### src/rtl/br_update_queue.sv
// In-flight branch queue that pops in order on resolution and drives a registered predictor update.
// Optional accuracy counters are built only when BUQ_STATS_EN is defined.
module br_update_queue #(
    parameter int unsigned DEPTH = 8,
    parameter int unsigned IDX_W = 32,
    parameter int unsigned CNT_W = 32
) (
    input  logic                     clk_i,
    input  logic                     rst_i,
    input  logic                     pred_valid_i,
    input  logic [IDX_W-1:0]         pred_idx_i,
    input  logic                     pred_taken_i,
    output logic                     pred_ready_o,
    input  logic                     res_valid_i,
    input  logic                     res_taken_i,
    output logic                     res_ready_o,
    input  logic                     flush_i,
    output logic                     upd_en_o,
    output logic [IDX_W-1:0]         upd_idx_o,
    output logic                     upd_br_result_o,
    output logic                     upd_correct_o,
    output logic [$clog2(DEPTH):0]   count_o,
    output logic [CNT_W-1:0]         branch_cnt_o,
    output logic [CNT_W-1:0]         mispredict_cnt_o
);

    localparam int unsigned PTR_W = $clog2(DEPTH);
    localparam logic [PTR_W:0] FULL_CNT = (PTR_W + 1)'(DEPTH);

    logic [IDX_W-1:0] idx_mem [DEPTH];
    logic [DEPTH-1:0] taken_mem;

    logic [PTR_W-1:0] head_q, tail_q;
    logic [PTR_W:0]   count_q;
    logic             upd_en_q, upd_br_result_q, upd_correct_q;
    logic [IDX_W-1:0] upd_idx_q;

    logic push, pop, head_correct;

    assign pred_ready_o = (count_q != FULL_CNT);
    assign res_ready_o  = (count_q != '0);

    // Flush discards any push or pop in the same cycle.
    assign push         = pred_valid_i && pred_ready_o && !flush_i;
    assign pop          = res_valid_i && res_ready_o && !flush_i;
    assign head_correct = (res_taken_i == taken_mem[head_q]);

    always_ff @(posedge clk_i) begin
        if (push && !rst_i) begin
            idx_mem[tail_q]   <= pred_idx_i;
            taken_mem[tail_q] <= pred_taken_i;
        end
    end

    always_ff @(posedge clk_i) begin
        if (rst_i) begin
            head_q          <= '0;
            tail_q          <= '0;
            count_q         <= '0;
            upd_en_q        <= 1'b0;
            upd_idx_q       <= '0;
            upd_br_result_q <= 1'b0;
            upd_correct_q   <= 1'b0;
        end else begin
            upd_en_q <= pop;
            if (flush_i) begin
                head_q  <= tail_q;
                count_q <= '0;
            end else begin
                if (push) tail_q <= tail_q + 1'b1;
                if (pop) head_q <= head_q + 1'b1;
                if (push && !pop) count_q <= count_q + 1'b1;
                else if (pop && !push) count_q <= count_q - 1'b1;
            end
            if (pop) begin
                upd_idx_q       <= idx_mem[head_q];
                upd_br_result_q <= res_taken_i;
                upd_correct_q   <= head_correct;
            end
        end
    end

    assign upd_en_o        = upd_en_q;
    assign upd_idx_o       = upd_idx_q;
    assign upd_br_result_o = upd_br_result_q;
    assign upd_correct_o   = upd_correct_q;
    assign count_o         = count_q;

`ifdef BUQ_STATS_EN
    logic [CNT_W-1:0] branch_cnt_q, mispredict_cnt_q;

    // Both counters saturate; flush leaves them untouched.
    always_ff @(posedge clk_i) begin
        if (rst_i) begin
            branch_cnt_q     <= '0;
            mispredict_cnt_q <= '0;
        end else if (pop) begin
            if (branch_cnt_q != '1) branch_cnt_q <= branch_cnt_q + 1'b1;
            if (!head_correct && mispredict_cnt_q != '1) begin
                mispredict_cnt_q <= mispredict_cnt_q + 1'b1;
            end
        end
    end

    assign branch_cnt_o     = branch_cnt_q;
    assign mispredict_cnt_o = mispredict_cnt_q;
`else
    assign branch_cnt_o     = '0;
    assign mispredict_cnt_o = '0;
`endif

endmodule

### config.mk
export PLATFORM = sky130hd
export DESIGN_NAME = br_update_queue
export DESIGN_NICKNAME = d
export VERILOG_FILES = /design/src/rtl/br_update_queue.sv
export SDC_FILE = /design/constraint.sdc
export NUM_CORES = 1
export LEC_CHECK = 0
export CORE_MARGIN = 1
export CORE_UTILIZATION = 45
export DETAILED_ROUTE_END_ITERATION = 6
export PLACE_DENSITY = 0.66
export REMOVE_ABC_BUFFERS = 1
export SYNTH_ARGS = -nofsm -noshare
export SYNTH_HDL_FRONTEND = slang
export SYNTH_SLANG_ARGS = --single-unit
### constraint.sdc
create_clock -name clk_i -period 5.2 [get_ports clk_i]
set_input_delay 1.04 -clock clk_i [delete_from_list [all_inputs] [get_ports clk_i]]
set_output_delay 1.04 -clock clk_i [all_outputs]
set_load 0.02 [all_outputs]
==> key figures, run 1 <==
Route
  • DRC: 21
  • First DRT Iteration DRCs: 364
  • Final WL: 21,800 µm
  • Avg Vias per Cell: 5.26
  • Vias: 5,735
  • Mean routed wirelength per cell: 20.0 µm
  • Drt first pass iters: 7
  • Detail Route Antenna Nets: 0

Cells and area
  • Number of fill cells: 2,023
  • Layout cells sized above 1: between 10% and 20%
  • Area growth syn-to-layout: 16.0%
  • Utilization after layout: 53.6%
  • Ant diodes: 0
  • Nets: ~780

Yosys
  • Main combinational cell family by area after synthesis: multiplexers
  • Post-Synth XOR/XNOR Area: 0.432%
  • Post-Synth Simple-Gate Area: 2.43%
  • Multiplexer share of the synthesized area: 15.5%
  • EDFF count, synth: 264
  • Compound-Gate Fraction of Synth Area: 2.67%
  • Cell count after synthesis: 643
  • Commonest register cell after synthesis: edfxtp_1
  • Post-synthesis sequential area ratio: 72.7%
  • Cell Area, Synth: 12,200 µm²
  • Distinct cells, synth: 33
  • Post-synthesis register bit count: 309
  • Mapped Avg Cell Area: 18.9 µm²
  • Async SR Flop Fraction: 0%
  • Yosys warns: 0
  • Adder-cell share of the synthesized area: 0.680%

Global routing
  • First-pass GRT wire length: ~35,000 µm
  • GRT Total Usage: 16.3%
  • Antenna violations before repair: 0
  • Vias in the first global route: 5,947
  • Remaining Overflow, GRT: 0
  • Largest net degree at the start of global routing: just under 70

Setup path
  • Worst setup EP type: flip-flop
  • CP Launch Type: primary input
  • CP Class: in2reg
  • Critical path peak fanout: 33
  • Critical Path AT: roughly 3.7 ns
  • Critical Path RT: 5.35 ns

Clock tree
  • Max clock buf depth: 3
  • Post-CTS setup repair buffer count: 0
  • Clk sinks: between 300 and 400
  • Maximum level of the CTS H-tree: 1
  • Skew-Pair Late Insertion Delay: about 0.55 ns
  • Cts-stage hold buffer count: 0
  • Reg clk slew, reported paths: 0.06 ns
  • TritonCTS buffer count: 31
  • TritonCTS clock tree: yes
  • Root buffer cell: clkbuf_16
  • CTS resizes: 0

Placement
  • Placer Congestion: 0.761
  • IO Port Bufs: 79
  • DP HPWL: 12,600 µm

Timing
  • Worst slew pin tran: 1.15 ns
  • Clock Skew: 0.0211 ns
  • Fin crit share: around 68%
  • Final hold vios: 0
  • Relative slew margins: 23.4%
  • RSZ-0062 raised after global routing: no
  • Final TNS setup: 0 ns
  • Final setup viols: 0
  • Slew Limit Fails: 0
  • Final hold slack: between 0.4 and 0.5 ns
  • Tmin final: 3.54 ns
  • Max frequency: approximately 280 MHz

Pwr
  • VDD IR max: 0.214 mV
  • Leakage power: 4.47 nW
  • Pwr/cell area: 375 nW/µm²

Die
  • Chip Height: between 150 and 200 µm
  • Ports: between 100 and 150
  • Initial Utilization: 46.2%
  • Die area: 27,700 µm²
  • Core region area: 26,300 µm²
  • Row cnt: 59
  • Die W: 166 µm

Status
  • Status: finished with violations
  • Violated checks: DRC

Flow run
  • Max Cap Viol: 0

Min path
  • Min-delay worst type: reg2reg
-- per-stage QoR --
step | std cells | worst slack [ns] | total power, mW | instance area [µm²]
finish | 1091 | 1.66 | 5.29 | 14100
global route | 1091 | 1.54 | 5.46 | 14100
CTS | 1091 | 1.64 | 5.34 | 14100
detailed placement | 1033 | 1.08 | 3.20 | 13100
global placement | 1033 | 1.14 | 3.19 | 13100
floorplan | 608 | 0.0874 | 3.05 | 11700
-- power by group --
part / internal, mW / switching (mW) / total [mW] / leakage [nW]
clock network: 1.28 / 0.870 / 2.15 / 0.478
logic: 0.169 / 0.201 / 0.371 / 1.25
registers: 2.72 / 0.0448 / 2.77 / 2.75
total: 4.17 / 1.12 / 5.29 / 4.47
-- layer usage --
layer | track usage [%] | wire, µm
met1 | 23.0 | 9640
met2 | 26.6 | 10300
met3 | 3.27 | 1570
met4 | 3.38 | 287
met5 | 0 | 0
-- worst max-delay path, cell delays in order --
cell	delay (ns)
clkdlybuf4s50_1	0.61
or2_2	0.45
or4_1	0.62
nor2_4	0.96
-- path summary, 6_finish.rpt --
path	endpoint	cells past startpoint	slack (ns)	from
setup / recovery	idx_mem[4][8]	4	1.66	flush_i
hold / removal	upd_br_result_o	2	0.48	upd_br_result_o
setup reg to reg	count_o[3]	9	2.25	count_o[1]
hold reg to reg	upd_br_result_o	2	0.48	upd_br_result_o
-- cells in the mapped netlist, drive strengths merged (2+ instances only) --
cell	count	area share, %
inv	6	0.19
mux2	2	0.19
nor2	54	1.7
mux4	66	12
a211oi	33	2.1
buf	83	4.9
nand2	5	0.15
edfxtp	264	65
ha	5	0.51
clkbuf	15	0.46
dfxtp	45	7.4
a21oi	4	0.16
mux2i	38	3.1
xnor2	5	0.36
or4	2	0.12
nor3	3	0.16
nand3	2	0.082
-- sequential cells by signal (all words and copies together) (netlist names) --
name             flops
taken_mem            8
count_o              4
upd_en_o             1
upd_br_result_o      1
tail_q               3
idx_mem            256
upd_idx_o           32
upd_correct_o        1
head_q               3
-- cells by family after synthesis --
| logic type | count (synthesis) |
|---|---|
| and+or+nand+nor | 70 |
| adders and majority gates | 6 |
| other | 1 |
| DFF | 309 |
| xor gates and xnor gates | 6 |
| muxes | 106 |
| buffers and inverters | 104 |
| AOI/OAI and AO/OA | 41 |
-- area by class of cell --
cell class / count / area, µm² / share of cell area [%]
clock buffers: 52 / 905 / 6.42
clock inverters: 6 / 90.1 / 0.639
inverters: 6 / 22.5 / 0.160
multi-input cells: 293 / 2950 / 20.9
flip-flops and latches: 309 / 8840 / 62.7
well taps: 335 / 419 / 2.98
repair buffers: 90 / 868 / 6.16
-- cells in the final DEF, fill, tap and decap left out, types with 4 or more instances in the layout --
master	count
a21oi_1	4
nor2_4	7
edfxtp_1	264
clkbuf_1	16
mux2i_1	38
ha_1	5
mux4_2	66
dfxtp_1	42
inv_1	6
a211oi_1	32
conb_1	64
nand2_1	5
clkbuf_8	5
nor2_1	47
buf_4	11
clkbuf_16	31
clkdlybuf4s50_1	78
xnor2_1	5
Power figures use the tool's default switching activity.
==> inputs of run 2 (changes only) <==
--- a/config.mk
+++ b/config.mk
@@ -8,7 +8,7 @@
 export CORE_MARGIN = 1
 export CORE_UTILIZATION = 45
 export DETAILED_ROUTE_END_ITERATION = 6
-export PLACE_DENSITY = 0.66
+export PLACE_DENSITY = 0.69
 export REMOVE_ABC_BUFFERS = 1
 export SYNTH_ARGS = -nofsm -noshare
 export SYNTH_HDL_FRONTEND = slang
==> constraint.sdc (replaced) <==
create_clock -name clk_i -period 2.9 [get_ports clk_i]
set_input_delay 0.58 -clock clk_i [delete_from_list [all_inputs] [get_ports clk_i]]
set_output_delay 0.58 -clock clk_i [all_outputs]
set_load 0.02 [all_outputs]
==> key figures, run 2 (same netlist as run 1, synthesis figures left out) <==
Die
  • Die area: 27,700 µm² (unchanged)
  • Die W: 166 µm (unchanged)
  • Ports: 144 (unchanged)
  • Chip Height: 166 µm (unchanged)
  • Initial Utilization: 46.2% (unchanged)
  • Row cnt: 59 (unchanged)
  • Core region area: 26,300 µm² (unchanged)

Timing
  • Final hold vios: 0 (unchanged)
  • Clock Skew: 0.00595 ns (-0.0152 ns)
  • Slew Limit Fails: 0 (unchanged)
  • Final TNS setup: 0 ns (unchanged)
  • Tmin final: 2.67 ns
  • Worst slew pin tran: 0.722 ns (-0.425 ns)
  • Fin crit share: 92.2%
  • Max frequency: 374 MHz
  • RSZ-0062 raised after global routing: no
  • Relative slew margins: 51.9% (+29 points)
  • Setup ws final: 0.227 ns (-1.44 ns)
  • Final setup viols: 0 (unchanged)

Cells and area
  • Post-Layout Cell Count: 1,114 (+2.1%)
  • Utilization after layout: 55.0% (+1.3 points)
  • Nets: 800 (+3.1%)
  • Max reg flops: 256 (unchanged)
  • Most common cell after layout, fill and taps aside: edfxtp_1
  • Largest Register: idx_mem
  • Most frequent cells in the layout: edfxtp_1, clkdlybuf4s50_1, mux4_2
  • Ant diodes: 0 (unchanged)
  • Layout cells sized above 1: 21.1% (+2.8 points)
  • Number of fill cells: 2,022 (-0.049%)
  • Area growth syn-to-layout: 18.9%

Placement
  • IO Port Bufs: 79 (unchanged)
  • Pre-CTS setup slack: -0.0979 ns (-1.18 ns)
  • Placed insts: 1,058 (+2.4%)
  • DP HPWL: 13,800 µm (+9.9%)
  • Placer Congestion: 0.848 (+11%)

Route
  • Drt first pass iters: 7 (unchanged)
  • Final WL: 22,700 µm (+3.9%)
  • Detail Route Antenna Nets: 0 (unchanged)
  • Vias: 5,903 (+2.9%)
  • Avg Vias per Cell: 5.30 (+0.80%)
  • DRC: 22 (+4.8%)
  • First DRT Iteration DRCs: 492 (+35%)
  • Mean routed wirelength per cell: 20.4 µm (+1.8%)

Setup path
  • Slowest stage delay, CP: 0.58 ns (-0.38 ns)
  • Crit-path slowest cell: or4_1
  • Worst setup EP type: output port
  • Critical Path RT: 2.32 ns (-3.03 ns)
  • Critical path peak fanout: 7 (-79%)
  • Crit-path cells: or4_1 > clkdlybuf4s50_1
  • Worst r2r path cells: 10 (+1)
  • Critical Path AT: 2.09 ns (-1.59 ns)
  • CP Launch Type: flip-flop
  • CP Class: reg2out

Min path
  • Hold path cells: 2 (unchanged)
  • Min-delay worst type: reg2reg

Clock tree
  • Maximum level of the CTS H-tree: 1 (unchanged)
  • Cts-stage hold buffer count: 0 (unchanged)
  • Clk sinks: 309 (unchanged)
  • Reg clk slew, reported paths: 0.06 ns (about the same)
  • Skew-Pair Late Insertion Delay: 0.54 ns (about the same)
  • CTS resizes: 0 (unchanged)
  • Max clock buf depth: 3 (unchanged)
  • TritonCTS buffer count: 30 (-3.2%)
  • Root buffer cell: clkbuf_16
  • Post-CTS setup repair buffer count: 0 (unchanged)
  • TritonCTS clock tree: yes

Global routing
  • Largest net degree at the start of global routing: 68 (-1.4%)
  • Remaining Overflow, GRT: 0 (unchanged)
  • First-pass GRT wire length: 35,700 µm (+2.9%)
  • Vias in the first global route: 6,174 (+3.8%)
  • Antenna violations before repair: 1 (+1)
  • GRT Total Usage: 16.8% (+0.46 points)

Pwr
  • Pwr/cell area: 668 nW/µm² (+78%)
  • Leakage power: 4.65 nW (+3.9%)
  • VDD IR max: 0.462 mV (+120%)
  • Sw power: 2.02 mW (+81%)
  • Clock network power share: 41.4% (+0.8 points)
  • Switching Share: 20.9% (-0.21 points)
  • Seq pwr share: 51.1% (-1.3 points)
  • Internal: 7.63 mW (+83%)
  • Comb pwr share: 7.5% (+0.5 points)
  • Final Power: 9.65 mW (+83%)

Status
  • Status: finished with violations
  • Violated checks: DRC

Flow run
  • Max Cap Viol: 0 (unchanged)
[run 2: cell type report]
class	count	area (µm²)	area share, %
Clock buffer	40	820	5.67
Clock inverter	16	209	1.45
Timing Repair Buffer	115	1180	8.18
Tap cell	335	419	2.90
Sequential cell	309	8840	61.2
Multi-Input combinational cell	293	2950	20.4
Inverter	6	22.5	0.156
[run 2: worst max-delay path: cells and delay by family, from the launching register on]
kind                   cells  cell delay [ns]
AND/OR/NAND/NOR            1             0.58
buffers and inverters      1             0.56
flip-flops                 1             0.41
[run 2: through the flow]
stage               hold WS [ns]  instance area [µm²]
floorplan                  0.528                11700
finish                     0.458                14400
detailed placement         0.458                13400
global placement           0.461                13400
global route               0.475                14400
CTS                        0.467                14400
[run 2: power by group through the flow]
stage / clock (mW) / combinational, mW / sequential, mW
global route: 4.23 / 0.779 / 4.94
global placement: 0 / 0.709 / 5.02
floorplan: 0 / 0.366 / 5.10
CTS: 4.08 / 0.730 / 4.93
detailed placement: 0 / 0.726 / 5.03
finish: 4.00 / 0.720 / 4.93
[run 2: worst paths after layout]
check	endpoint	slack, ns	startpoint
min reg2reg	upd_br_result_o	0.46	upd_br_result_o
min	upd_br_result_o	0.46	upd_br_result_o
max reg2reg	count_o[3]	0.31	count_o[1]
max	res_ready_o	0.23	count_o[1]
[run 2: per-layer routing]
layer	global-route usage (%)	vias to the layer above	wire, µm
met1	22.9	3018	9830
met3	2.86	31	1280
met4	3.70	0	308
met2	28.4	215	11300
met5	0	-	0
li1	-	2639	-
